[config.mk]
export PLATFORM = sky130hd
export DESIGN_NAME = water_valve_ctrl
export DESIGN_NICKNAME = d
export VERILOG_FILES = /design/src/rtl/washer_pkg.sv /design/src/rtl/water_valve_ctrl_unit_timer.sv /design/src/rtl/water_valve_ctrl.sv
export SDC_FILE = /design/constraint.sdc
export NUM_CORES = 1
export LEC_CHECK = 0
export BUFFER_PORTS_ARGS = -buffer_cell sky130_fd_sc_hd__clkbuf_2
export CAP_MARGIN = 20
export CORE_UTILIZATION = 40
export DETAILED_ROUTE_END_ITERATION = 10
export PLACE_DENSITY = 0.71
export SKIP_LAST_GASP = 1
export SYNTH_ARGS = -nofsm -noshare
export SYNTH_HDL_FRONTEND = slang
export SYNTH_SLANG_ARGS = --single-unit
[constraint.sdc]
create_clock -name clk -period 2 [get_ports clk]
set_input_delay 0.2 -clock clk [delete_from_list [all_inputs] [get_ports clk]]
set_output_delay 0.2 -clock clk [all_outputs]
set_load 0.005 [all_outputs]
[src/rtl/washer_pkg.sv]
// washer_pkg: shared run-state encodings, water limits and valve FSM states
package washer_pkg;
  localparam logic [1:0] RS_IDLE  = 2'b00;
  localparam logic [1:0] RS_RUN   = 2'b01;
  localparam logic [1:0] RS_PAUSE = 2'b10;
  localparam logic [2:0] WATER_MIN = 3'd2;
  localparam logic [2:0] WATER_MAX = 3'd5;
  typedef enum logic [1:0] {ST_IDLE, ST_FILL, ST_DRAIN} valve_state_e;
  function automatic logic [2:0] clamp_level(input logic [2:0] t);
    return t < WATER_MIN ? WATER_MIN : (t > WATER_MAX ? WATER_MAX : t);
  endfunction
endpackage

[src/rtl/water_valve_ctrl_unit_timer.sv]
// unit_timer: counts tick pulses and flags the tick that completes one water unit
//   clk, rst_n      clock, async active-low reset
//   enable, clear   count ticks when enable; clear zeroes the count (wins)
//   tick            timebase enable pulse
//   term_cnt        ticks per unit (>= 1)
//   unit_done       high on the tick that completes a unit (counter wraps to 0)
module unit_timer #(
  parameter int W = 3
) (
  input  logic         clk,
  input  logic         rst_n,
  input  logic         enable,
  input  logic         clear,
  input  logic         tick,
  input  logic [W-1:0] term_cnt,
  output logic         unit_done
);
  logic [W-1:0] cnt_q;
  assign unit_done = enable && !clear && tick && cnt_q == term_cnt - 1'b1;
  always_ff @(posedge clk or negedge rst_n) begin
    if (!rst_n) cnt_q <= '0;
    else if (clear) cnt_q <= '0;
    else if (enable && tick) cnt_q <= unit_done ? '0 : cnt_q + 1'b1;
  end
endmodule

[src/rtl/water_valve_ctrl.sv]
// water_valve_ctrl: fills the tub to the panel level and drains it on sequencer request
//   clk, rst_n                 clock, async active-low reset
//   tick                       timebase pulse
//   power_light, run_state     machine power and run/pause/stop state
//   target_water               panel level (clamped to 2..5 when latched)
//   fill_req, drain_req        one-cycle requests (drain wins)
//   inlet_valve, drain_valve   valve drives
//   water_level                tub level in units
//   fill_done, drain_done      one-cycle completion pulses
//   busy                       high during FILL or DRAIN, paused included
module water_valve_ctrl
  import washer_pkg::*;
#(
  parameter int TICKS_PER_UNIT       = 4,
  parameter int DRAIN_TICKS_PER_UNIT = 2
) (
  input  logic       clk,
  input  logic       rst_n,
  input  logic       tick,
  input  logic       power_light,
  input  logic [1:0] run_state,
  input  logic [2:0] target_water,
  input  logic       fill_req,
  input  logic       drain_req,
  output logic       inlet_valve,
  output logic       drain_valve,
  output logic [2:0] water_level,
  output logic       fill_done,
  output logic       drain_done,
  output logic       busy
);
  localparam int TMAX = TICKS_PER_UNIT > DRAIN_TICKS_PER_UNIT ? TICKS_PER_UNIT : DRAIN_TICKS_PER_UNIT;
  localparam int CW   = $clog2(TMAX + 1);
  valve_state_e state_q;
  logic [2:0] level_q, target_q, clamped;
  logic inlet_q, drain_q, fill_done_q, drain_done_q, busy_q;
  logic unit_done;
  logic [CW-1:0] term;
  assign clamped = clamp_level(target_water);
  assign term = state_q == ST_DRAIN ? CW'(DRAIN_TICKS_PER_UNIT) : CW'(TICKS_PER_UNIT);
  // Counter is held at zero in IDLE so every fill or drain starts a fresh unit.
  unit_timer #(.W(CW)) u_timer (
    .clk      (clk),
    .rst_n    (rst_n),
    .enable   (power_light && run_state == RS_RUN && state_q != ST_IDLE),
    .clear    (state_q == ST_IDLE || !power_light),
    .tick     (tick),
    .term_cnt (term),
    .unit_done(unit_done)
  );
  always_ff @(posedge clk or negedge rst_n) begin
    if (!rst_n) begin
      state_q      <= ST_IDLE;
      level_q      <= '0;
      target_q     <= WATER_MIN;
      inlet_q      <= 1'b0;
      drain_q      <= 1'b0;
      fill_done_q  <= 1'b0;
      drain_done_q <= 1'b0;
      busy_q       <= 1'b0;
    end else begin
      fill_done_q  <= 1'b0;
      drain_done_q <= 1'b0;
      if (!power_light) begin
        state_q <= ST_IDLE;
        inlet_q <= 1'b0;
        drain_q <= 1'b0;
        busy_q  <= 1'b0;
      end else begin
        case (state_q)
          ST_IDLE: begin
            if (run_state == RS_RUN) begin
              if (drain_req) begin
                if (level_q == 3'd0) drain_done_q <= 1'b1;
                else begin
                  state_q <= ST_DRAIN;
                  busy_q  <= 1'b1;
                end
              end else if (fill_req) begin
                target_q <= clamped;
                if (level_q >= clamped) fill_done_q <= 1'b1;
                else begin
                  state_q <= ST_FILL;
                  busy_q  <= 1'b1;
                end
              end
            end
          end
          ST_FILL: begin
            if (run_state == RS_IDLE) begin
              state_q <= ST_IDLE;
              inlet_q <= 1'b0;
              busy_q  <= 1'b0;
            end else if (unit_done && level_q + 3'd1 == target_q) begin
              level_q     <= target_q;
              state_q     <= ST_IDLE;
              inlet_q     <= 1'b0;
              busy_q      <= 1'b0;
              fill_done_q <= 1'b1;
            end else begin
              if (unit_done) level_q <= level_q + 3'd1;
              inlet_q <= run_state == RS_RUN;
            end
          end
          ST_DRAIN: begin
            if (run_state == RS_IDLE) begin
              state_q <= ST_IDLE;
              drain_q <= 1'b0;
              busy_q  <= 1'b0;
            end else if (unit_done && level_q == 3'd1) begin
              level_q      <= 3'd0;
              state_q      <= ST_IDLE;
              drain_q      <= 1'b0;
              busy_q       <= 1'b0;
              drain_done_q <= 1'b1;
            end else begin
              if (unit_done) level_q <= level_q - 3'd1;
              drain_q <= run_state == RS_RUN;
            end
          end
          default: state_q <= ST_IDLE;
        endcase
      end
    end
  end
  assign inlet_valve = inlet_q;
  assign drain_valve = drain_q;
  assign water_level = level_q;
  assign fill_done   = fill_done_q;
  assign drain_done  = drain_done_q;
  assign busy        = busy_q;
endmodule

# Word-level counts from Yosys, hierarchy flattened
# Index checks and enable logic that the tools add are counted.
dict set report op_classes {
  addsub 4
  n_reduce_logical 21
  muxes 58
  n_bitwise 1
  eq_ne 19
  n_lt_le_gt_ge 3
}
# operator count
set op_table {}
lappend op_table {{$mux 3} 12}
lappend op_table {{$mux 1} 31}
lappend op_table {{$mux 2} 10}
lappend op_table {{$ne 4x4->1 const B} 4}
lappend op_table {{$reduce_and 6->1} 2}
lappend op_table {{$logic_and 1x1->1} 8}
lappend op_table {{$reduce_and 7->1} 1}
lappend op_table {{$add 3x1->3 const B} 2}
lappend op_table {{$eq 3x3->1} 2}
lappend op_table {{$ne 3x2->1 const B} 2}
lappend op_table {{$pmux 2 s3} 1}
lappend op_table {{$pmux 3 s2} 1}
lappend op_table {{$reduce_bool 2->1} 3}
lappend op_table {{$sub 3x1->3 const B} 2}
lappend op_table {{$reduce_and 5->1} 1}
lappend op_table {{$eq 2x1->1 const B} 2}
lappend op_table {{$logic_not 2->1} 2}
lappend op_table {{$ne 2x1->1 const B} 2}
lappend op_table {{$ne 2x2->1 const B} 2}
lappend op_table {{$ne 4x1->1 const B} 1}
lappend op_table {{$ne 4x2->1 const B} 1}
lappend op_table {{$pmux 1 s2} 2}
lappend op_table {{$eq 3x1->1 const B} 1}
lappend op_table {{$ge 3x3->1} 1}
lappend op_table {{9 further kinds} 10}
dict set report totals {
  out_inout_bits 8
  ff_bits 16
}

# Logic depth before layout (Yosys ltp)
# Gate-level depths: netlist (run 1).
dict set report logic_depth {
  ltp_word 11
  mapped_depth 8
  ltp_nobuf 7
}

# Hierarchy
# A second synthesis (run 1) with hierarchy kept.
dict set report unflattened {
  hier_cells 122
  area_unflattened_um2 1187.4
}
# module area_per_inst_um2 seq_area_each_um2 cells_per_inst n_inst
set by_module_without_submodules {}
lappend by_module_without_submodules {water_valve_ctrl 929.6 326.6 96 1}
lappend by_module_without_submodules {unit_timer 257.7 75.1 26 1}

# Least setup slack after synthesis (run 1)
# OpenSTA, ideal clock, no wires.
dict set report synth_timing {
  path_type {reg-to-reg}
  start {reg state_q[0]}
  end {reg state_q[0]}
  stages_incl_launch_ff 9
  setup_slack_ns -0.162
  arrival_ns 2.034
  t_required_ns 1.873
  cell_sequence {dfrtp_1 > inv_1 > ha_1 > buf_6 > nand2b_4 > nor4_4 > a311oi_1 > or3_4 > mux2_1}
}
dict set report synth_via {
  elab_chain_len 9
  elab_cells_between_ends 24
  classes_between {1 x add/sub; 9 x eq/ne; 3 x mux; 11 x reduce/logical}
}
# item line
set synth_lines {}
lappend synth_lines {{start, declared} water_valve_ctrl.sv:34} ;# valve_state_e state_q;
lappend synth_lines {{start signal, assigned} water_valve_ctrl.sv:53} ;# state_q <= ST_IDLE;
lappend synth_lines {{start signal, assigned} water_valve_ctrl.sv:65} ;# state_q <= ST_IDLE;
lappend synth_lines {{start signal, assigned} water_valve_ctrl.sv:76} ;# state_q <= ST_DRAIN;
lappend synth_lines {{branches (longest 9 deep; another with $sub 3x1->3)} -}
# Parallel ways; which one is timed is not known.
# A chain may end at the register's enable or synchronous reset.

# Final worst setup path (run 1)
dict set report layout_timing {
  start {reg level_q[1], in the netlist water_level[1]}
  end {reg state_q[0]}
}
dict set report layout_via {
  elab_chain_len 5
  elab_cells_between_ends 12
  classes_between {1 x add/sub; 1 x order compare; 6 x eq/ne; 4 x reduce/logical}
}
# item line
set layout_lines {}
lappend layout_lines {{start, declared} water_valve_ctrl.sv:35} ;# logic [2:0] level_q, target_q, clamped;
lappend layout_lines {{start signal, assigned} water_valve_ctrl.sv:95} ;# level_q <= target_q;
lappend layout_lines {{start signal, assigned} water_valve_ctrl.sv:101} ;# if (unit_done) level_q <= level_q + 3'd1;
lappend layout_lines {{start signal, assigned} water_valve_ctrl.sv:117} ;# if (unit_done) level_q <= level_q - 3'd1;
lappend layout_lines {{$add 3x1->3} water_valve_ctrl.sv:94} ;# end else if (unit_done && level_q + 3'd1 == target_q) begin
lappend layout_lines {{$eq 3x3->1} water_valve_ctrl.sv:94}
lappend layout_lines {{$logic_and 1x1->1} water_valve_ctrl.sv:94}
lappend layout_lines {{$ne 4x4->1 (no source line)} -}
lappend layout_lines {{$reduce_and 6->1 (no source line) *} -}
lappend layout_lines {{end signal, assigned} water_valve_ctrl.sv:91} ;# state_q <= ST_IDLE;
lappend layout_lines {{end signal, assigned} water_valve_ctrl.sv:96} ;# state_q <= ST_IDLE;
lappend layout_lines {{end signal, assigned} water_valve_ctrl.sv:107} ;# state_q <= ST_IDLE;
# Mark *: on every way between the ends. The rest lies on a longest branch, timed or not.

==> impl_metrics.py, run 1 <==
metrics = {
    "run_status": {
        "status": "complete, but fails checks",
        "violations": "negative setup slack",
    },
    "synth": {
        "synth_compound_area_share_pct": 15.52,
        "ys_seq_area_share_pct": 34.59,
        "avgSynthCellArea_sq_um": 10.01,
        "ys_ff_latch": 16,
        "synth-xor-area-share_pct": 5.280,
        "async_reset_ff_share_pct": 100.0,
        "synth_top_family_by_area": "simple AND/OR/NAND/NOR gates",
        "synth-simple-area-share_pct": 23.60,
        "netlist_area_sq_um": 1161,
        "yosys-top-cells-area": "dfrtp_1 32%, ha_1 12%, nor4_4 3.7%, nand2b_1 3.2%, o21ai_0 3.0%",
        "synth_adder_area_share_pct": 12.72,
        "ys_types": 41,
        "muxShareOfSynthArea_pct": 3.772,
        "ys.flop_type": "dfrtp_1",
        "synth_top_area_share_pct": 32.33,
        "syn-num-nets": 138,
        "netlist_instances": 116,
        "synth_warnings": 0,
        "synth_edf_count": 0,
        "synth_top_area_cell": "dfrtp_1",
    },
    "worst_setup_path": {
        "ff2ff_path_depth": 7,
        "path_max_fanout": 3,
        "required_ns": 2.18,
        "crit_type": "reg -> reg",
        "slowest_stage": "dfrtp_1",
        "arrival_ns": 2.29,
        "cpPeakStageDelay_ns": 0.42,
        "end_kind": "register",
        "start_kind": "register",
        "reg2reg_slack_ns": -0.10,
        "crit_chain": "buf_4, ha_1, nand2_2, o21ai_2, o221a_1, or3_4, mux2_4",
    },
    "layout": {
        "multi_input_area_sq_um": 848.3,
        "layout-drive-gt1-share_pct": 49.70,
        "nets": 188,
        "areaGrowthSynthToFinish_pct": 44.40,
        "seq_area_sq_um": 402.9,
        "diodes": 0,
        "final_core_util_pct": 60.80,
        "fillers": 222,
    },
    "detailed_routing": {
        "drcViolationCount": 0,
        "dr.first_iter.drc_count": 26,
        "wl_per_cell_microns": 14.45,
        "ant_nets": 0,
        "drt-total-wl_microns": 2832,
        "avgViaCountPerCell": 5.439,
        "drtPass1Iterations": 4,
        "vias": 1066,
    },
    "pwr": {
        "vdd_drop_max_uv": 789.5,
        "powerDensity_nw_per_um2": 1250,
        "p_total_mw": 2.097,
        "leakagePower_nw": 0.7902,
    },
    "cts": {
        "clk_pin_slew_ns": 0.10,
        "cts_tree": "yes",
        "numCtsBuffers": 3,
        "cts_root_buf": "clkbuf_4",
        "worstSkewPairLatency_ns": 0.29,
        "cts_buffer_depth": 2,
        "clock_sinks": 16,
        "htreeDepth": 1,
    },
    "place": {
        "io_buffers": 18,
        "pre_cts_ws_ns": -0.2072,
        "dp_hpwl_microns": 2045,
        "globalplace.congestion": 0.8682,
    },
    "floorplanning": {
        "coreArea_sq_um": 2758,
        "rows": 19,
        "ios": 19,
        "dieArea_sq_um": 3122,
        "initial_core_util_pct": 42.11,
        "die_x_microns": 55.88,
        "die_h_microns": 55.88,
    },
    "timing": {
        "hold_violations": 0,
        "slew_viol_final": 0,
        "finalWorstSetupSlack_ns": -0.1004,
        "worst_pin_slew_ns": 0.4868,
        "period_share_pct": 105.0,
        "rsz0062_at_grt": "yes",
        "relSlewSlack_pct": 67.30,
        "fmaxAchievable_ghz": 0.4761,
        "setup_viol": 3,
        "worst_clock_skew_ns": 0.0005553,
        "period_needed_ns": 2.100,
    },
    "global_routing": {
        "grt_usage_pct": 19.66,
        "grt_max_degree": 17,
        "grt_overflow": 0,
        "grt_pass1_wl_microns": 4850,
        "grt_pass1_vias": 1086,
        "antenna_found_initial": 0,
    },
    "min_path": {
        "whs_path_depth": 3,
        "hp-class": "in -> reg",
    },
    "flow_run": {
        "cap_viol_max_count": 0,
    },
}
==> critical path, delay by kind of cell (launching register included) <==
| kind | cells | cell delay, ns |
|---|---|---|
| compound gates | 2 | 0.33 |
| simple gates | 2 | 0.50 |
| mux | 1 | 0.31 |
| fa+ha+maj | 1 | 0.29 |
| buf+inv | 1 | 0.15 |
| flops | 1 | 0.42 |
==> registers in the layout, summed over array words and instances (netlist names) <==
signal	count
drain_done	1
busy	1
inlet_valve	1
state_q	2
u_timer.cnt_q	3
fill_done	1
water_level	3
drain_valve	1
target_q	3
==> where the power goes <==
group	internal, mW	switching [mW]
Clock	0.111	0.111
Sequential	0.418	0.0793
Combinational	0.750	0.627
Total	1.28	0.817
==> per-layer routing <==
metal  GRT usage, %  routed length, microns  vias to the layer above
met2          32.87                    1398                       41
met5              0                       0                        -
met3          3.488                     141                        4
met1          24.26                    1247                      501
li1               -                       -                      520
met4          10.10                      44                        0
==> through the flow <==
| step | hold WS (ns) | instances | TNS, ns | cell area (sq um) |
|---|---|---|---|---|
| 2_1_floorplan | -0.09559 | 116 | -0.07471 | 1195 |
| 3_3_place_gp | 0.1518 | 182 | -0.3947 | 1451 |
| 3_5_place_dp | 0.1560 | 182 | -0.5540 | 1451 |
| 4_1_cts | 0.1686 | 190 | -0.06306 | 1554 |
| 5_1_grt | 0.2003 | 196 | -0.3310 | 1677 |
| 6_report | 0.1785 | 196 | -0.1998 | 1677 |
==> path summary, 6_finish.rpt <==
check	from	end
setup / recovery	water_level[1]	state_q[0]
hold / removal	target_water[2]	target_q[1]
setup reg to reg	water_level[1]	state_q[0]
hold reg to reg	target_q[1]	target_q[1]
max in group asynchronous	rst_n	target_q[1]
min in group asynchronous	rst_n	u_timer.cnt_q[1]
==> synthesized netlist by cell type, drive strengths merged (2+ instances only) <==
master  number
dfrtp       15
ha          11
inv          8
nor2         8
o21ai        8
nand2b       7
a21oi        6
nand3        6
nand2        5
xnor2        4
mux2         3
nor2b        3
xor2         3
buf          2
nand3b       2
nor3         2
nor4         2
o41ai        2
==> cell families after synthesis <==
group,Yosys count
buffers and inverters,11
XOR/XNOR,7
AND/OR/NAND/NOR,39
flip-flops,16
AO/OA/AOI/OAI,27
multiplexers,4
adder cells (fa/ha/maj),12
==> cell usage in the layout (no fill, tap or decap), types with 3 or more instances in the layout <==
cell	count
ha_4	4
a21oi_1	5
xor2_1	3
buf_4	29
dfrtp_1	14
o21ai_0	6
nor2_1	7
nor2b_1	3
ha_1	5
clkbuf_4	3
nand2b_1	5
nand3_1	6
inv_2	3
inv_1	4
nand2_1	4
xnor2_1	3
clkbuf_2	18
==> layout make-up <==
type	instances	share of cell area [%]
Multi-Input combinational cell	89	50.60
Timing Repair Buffer	48	18.96
Tap cell	31	2.313
Sequential cell	16	24.03
Clock buffer	4	2.164
Inverter	8	1.940
==> what timing repair did <==
| item | in CTS | in global routing |
|---|---|---|
| hold buffers | 1 | 0 |
| pin swaps | 3 | 9 |
| endpoints found under the hold margin | 15 | 0 |
| buffers inserted | 3 | 6 |
| gates cloned | 0 | 0 |
| gates resized for setup | 6 | 14 |
| setup endpoints to repair | 3 | 5 |
No activity file was read; power rests on OpenSTA's default activity.
==> run 2: changes to the inputs <==
- RECOVER_POWER: not set -> 25
==> run 2 against run 1 <==
The flow still finishes with violations (negative setup slack). Sequential power about the same. Critical endpoint unchanged. Die area unchanged. Cell area about the same. Combinational power hardly changed. Utilization hardly changed. Global-route usage unchanged. Sequential cell count stayed put.
==> impl_metrics.py, run 2 (synthesized netlist as in run 1, its figures left out) <==
metrics = {
    "global_routing": {
        "gr-usage-met1_pct": 24.26,
        "grt_usage_pct": 19.66,
        "antenna_found_initial": 0,
        "grtUsageMet3_pct": 3.488,
        "busiest_layer": "met2",
        "grt_pass1_wl_microns": 4850,
        "grt_overflow": 0,
        "grt_max_degree": 17,
        "grt_pass1_vias": 1086,
        "use_met2_pct": 32.87,
    },
    "place": {
        "globalplace.congestion": 0.8682,
        "placed_area_sq_um": 1451,
        "dp_hpwl_microns": 2045,
        "io_buffers": 18,
    },
    "worst_setup_path": {
        "reg2reg_slack_ns": -0.09,
        "crit_chain": "buf_4, ha_1, nand2_2, o21ai_2, o221a_1, or3_4, mux2_4",
        "path_max_fanout": 3,
        "arrival_ns": 2.28,
        "required_ns": 2.19,
        "timing.critical_path.buf_inv": 1,
        "start_kind": "register",
        "cpPeakStageDelay_ns": 0.42,
        "critPathTopFamily": "simple AND/OR/NAND/NOR gates",
        "end_kind": "register",
        "slowest_stage": "dfrtp_1",
        "crit_type": "reg -> reg",
    },
    "timing": {
        "worst_clock_skew_ns": 0.0009840,
        "rsz0062_at_grt": "yes",
        "period_share_pct": 104.7,
        "period_needed_ns": 2.095,
        "worst_pin_slew_ns": 0.9076,
        "slew_viol_final": 0,
        "hold_violations": 0,
        "finalWorstSetupSlack_ns": -0.09471,
        "setup_viol": 3,
        "relSlewSlack_pct": 39.49,
        "fmaxAchievable_ghz": 0.4774,
    },
    "cts": {
        "cts_buffer_depth": 2,
        "cts_root_buf": "clkbuf_4",
        "numCtsBuffers": 3,
        "htreeDepth": 1,
        "clk_pin_slew_ns": 0.10,
        "worstSkewPairLatency_ns": 0.29,
        "clock_sinks": 16,
        "cts_tree": "yes",
    },
    "layout": {
        "fillers": 222,
        "multi_input_area_sq_um": 848.3,
        "layout-drive-gt1-share_pct": 49.09,
        "diodes": 0,
        "postLayoutCellArea_sq_um": 1675,
        "seq_area_sq_um": 402.9,
        "final_core_util_pct": 60.75,
        "areaGrowthSynthToFinish_pct": 44.29,
        "most-common-layout-cells": "29 x buf_4, 17 x clkbuf_2, 14 x dfrtp_1",
        "nets": 188,
        "layout_commonest_cell": "buf_4",
    },
    "detailed_routing": {
        "drcViolationCount": 0,
        "vias": 1050,
        "wl_per_cell_microns": 14.54,
        "dr.first_iter.drc_count": 26,
        "drt-total-wl_microns": 2849,
        "drtPass1Iterations": 4,
        "ant_nets": 0,
        "avgViaCountPerCell": 5.357,
    },
    "floorplanning": {
        "coreArea_sq_um": 2758,
        "die_h_microns": 55.88,
        "ios": 19,
        "rows": 19,
        "initial_core_util_pct": 42.11,
        "dieArea_sq_um": 3122,
        "die_x_microns": 55.88,
    },
    "run_status": {
        "status": "complete, but fails checks",
        "violations": "negative setup slack",
    },
    "pwr": {
        "powerDensity_nw_per_um2": 1252,
        "leakagePower_nw": 0.7872,
        "vdd_drop_max_uv": 790.1,
    },
    "min_path": {
        "hp-class": "in -> reg",
    },
    "flow_run": {
        "cap_viol_max_count": 0,
    },
}
==> run 2: final timing paths <==
check / start / end / cells past startpoint
max in group asynchronous: rst_n / water_level[0] / 2
worst min-delay path: target_water[2] / target_q[1] / 3
worst max register to register: water_level[1] / state_q[0] / 7
worst min register to register: target_q[1] / target_q[1] / 2
worst max-delay path: water_level[1] / state_q[0] / 7
min in group asynchronous: rst_n / u_timer.cnt_q[1] / 2
==> run 2: repair_timing <==
item                                    4_1_cts  5_1_grt
hold endpoints to repair                     15        0
pin swaps                                     3        9
endpoints found under the setup margin        3        5
resized for setup                             6       14
cloned                                        0        0
setup buffers                                 3        6
hold buffers                                  1        0
==> run 2: worst register-to-register path, delay by kind of cell, from the launching register on <==
| kind | cells | cell delay [ns] |
|---|---|---|
| flip-flops | 1 | 0.42 |
| buffers and inverters | 1 | 0.15 |
| multiplexers | 1 | 0.31 |
| adder cells (fa/ha/maj) | 1 | 0.29 |
| AND/OR/NAND/NOR | 2 | 0.50 |
| AO/OA/AOI/OAI | 2 | 0.32 |
==> run 2: per-stage QoR <==
stage	std cells	worst slack (ns)	TNS [ns]	power (mW)	hold WS [ns]
6_report	196	-0.09471	-0.1808	2.097	0.1779
5_1_grt	196	-0.1405	-0.3310	2.260	0.2003
4_1_cts	190	-0.05355	-0.06306	1.898	0.1686
3_5_place_dp	182	-0.2072	-0.5540	1.574	0.1560
3_3_place_gp	182	-0.1534	-0.3947	1.535	0.1518
2_1_floorplan	116	-0.05242	-0.07471	1.181	-0.09559
==> run 2: metal layers <==
metal | wire (microns) | vias to the layer above
li1 | - | 519
met4 | 44 | 0
met2 | 1421 | 33
met5 | 0 | -
met3 | 128 | 4
met1 | 1254 | 494
==> run 2: layout make-up <==
class,count,share of cell area [%]
flip-flops and latches,16,24.05
multi-input cells,89,50.63
repair buffers,48,18.89
well taps,31,2.315
inverters,8,1.942
clock buffers,4,2.166
==> run 2: power breakdown <==
group          switching (mW)  leakage [nW]  internal [mW]
Sequential             0.0793         0.203          0.418
Clock                   0.112        0.0210          0.111
Combinational           0.627         0.563          0.750
Total                   0.818         0.787           1.28
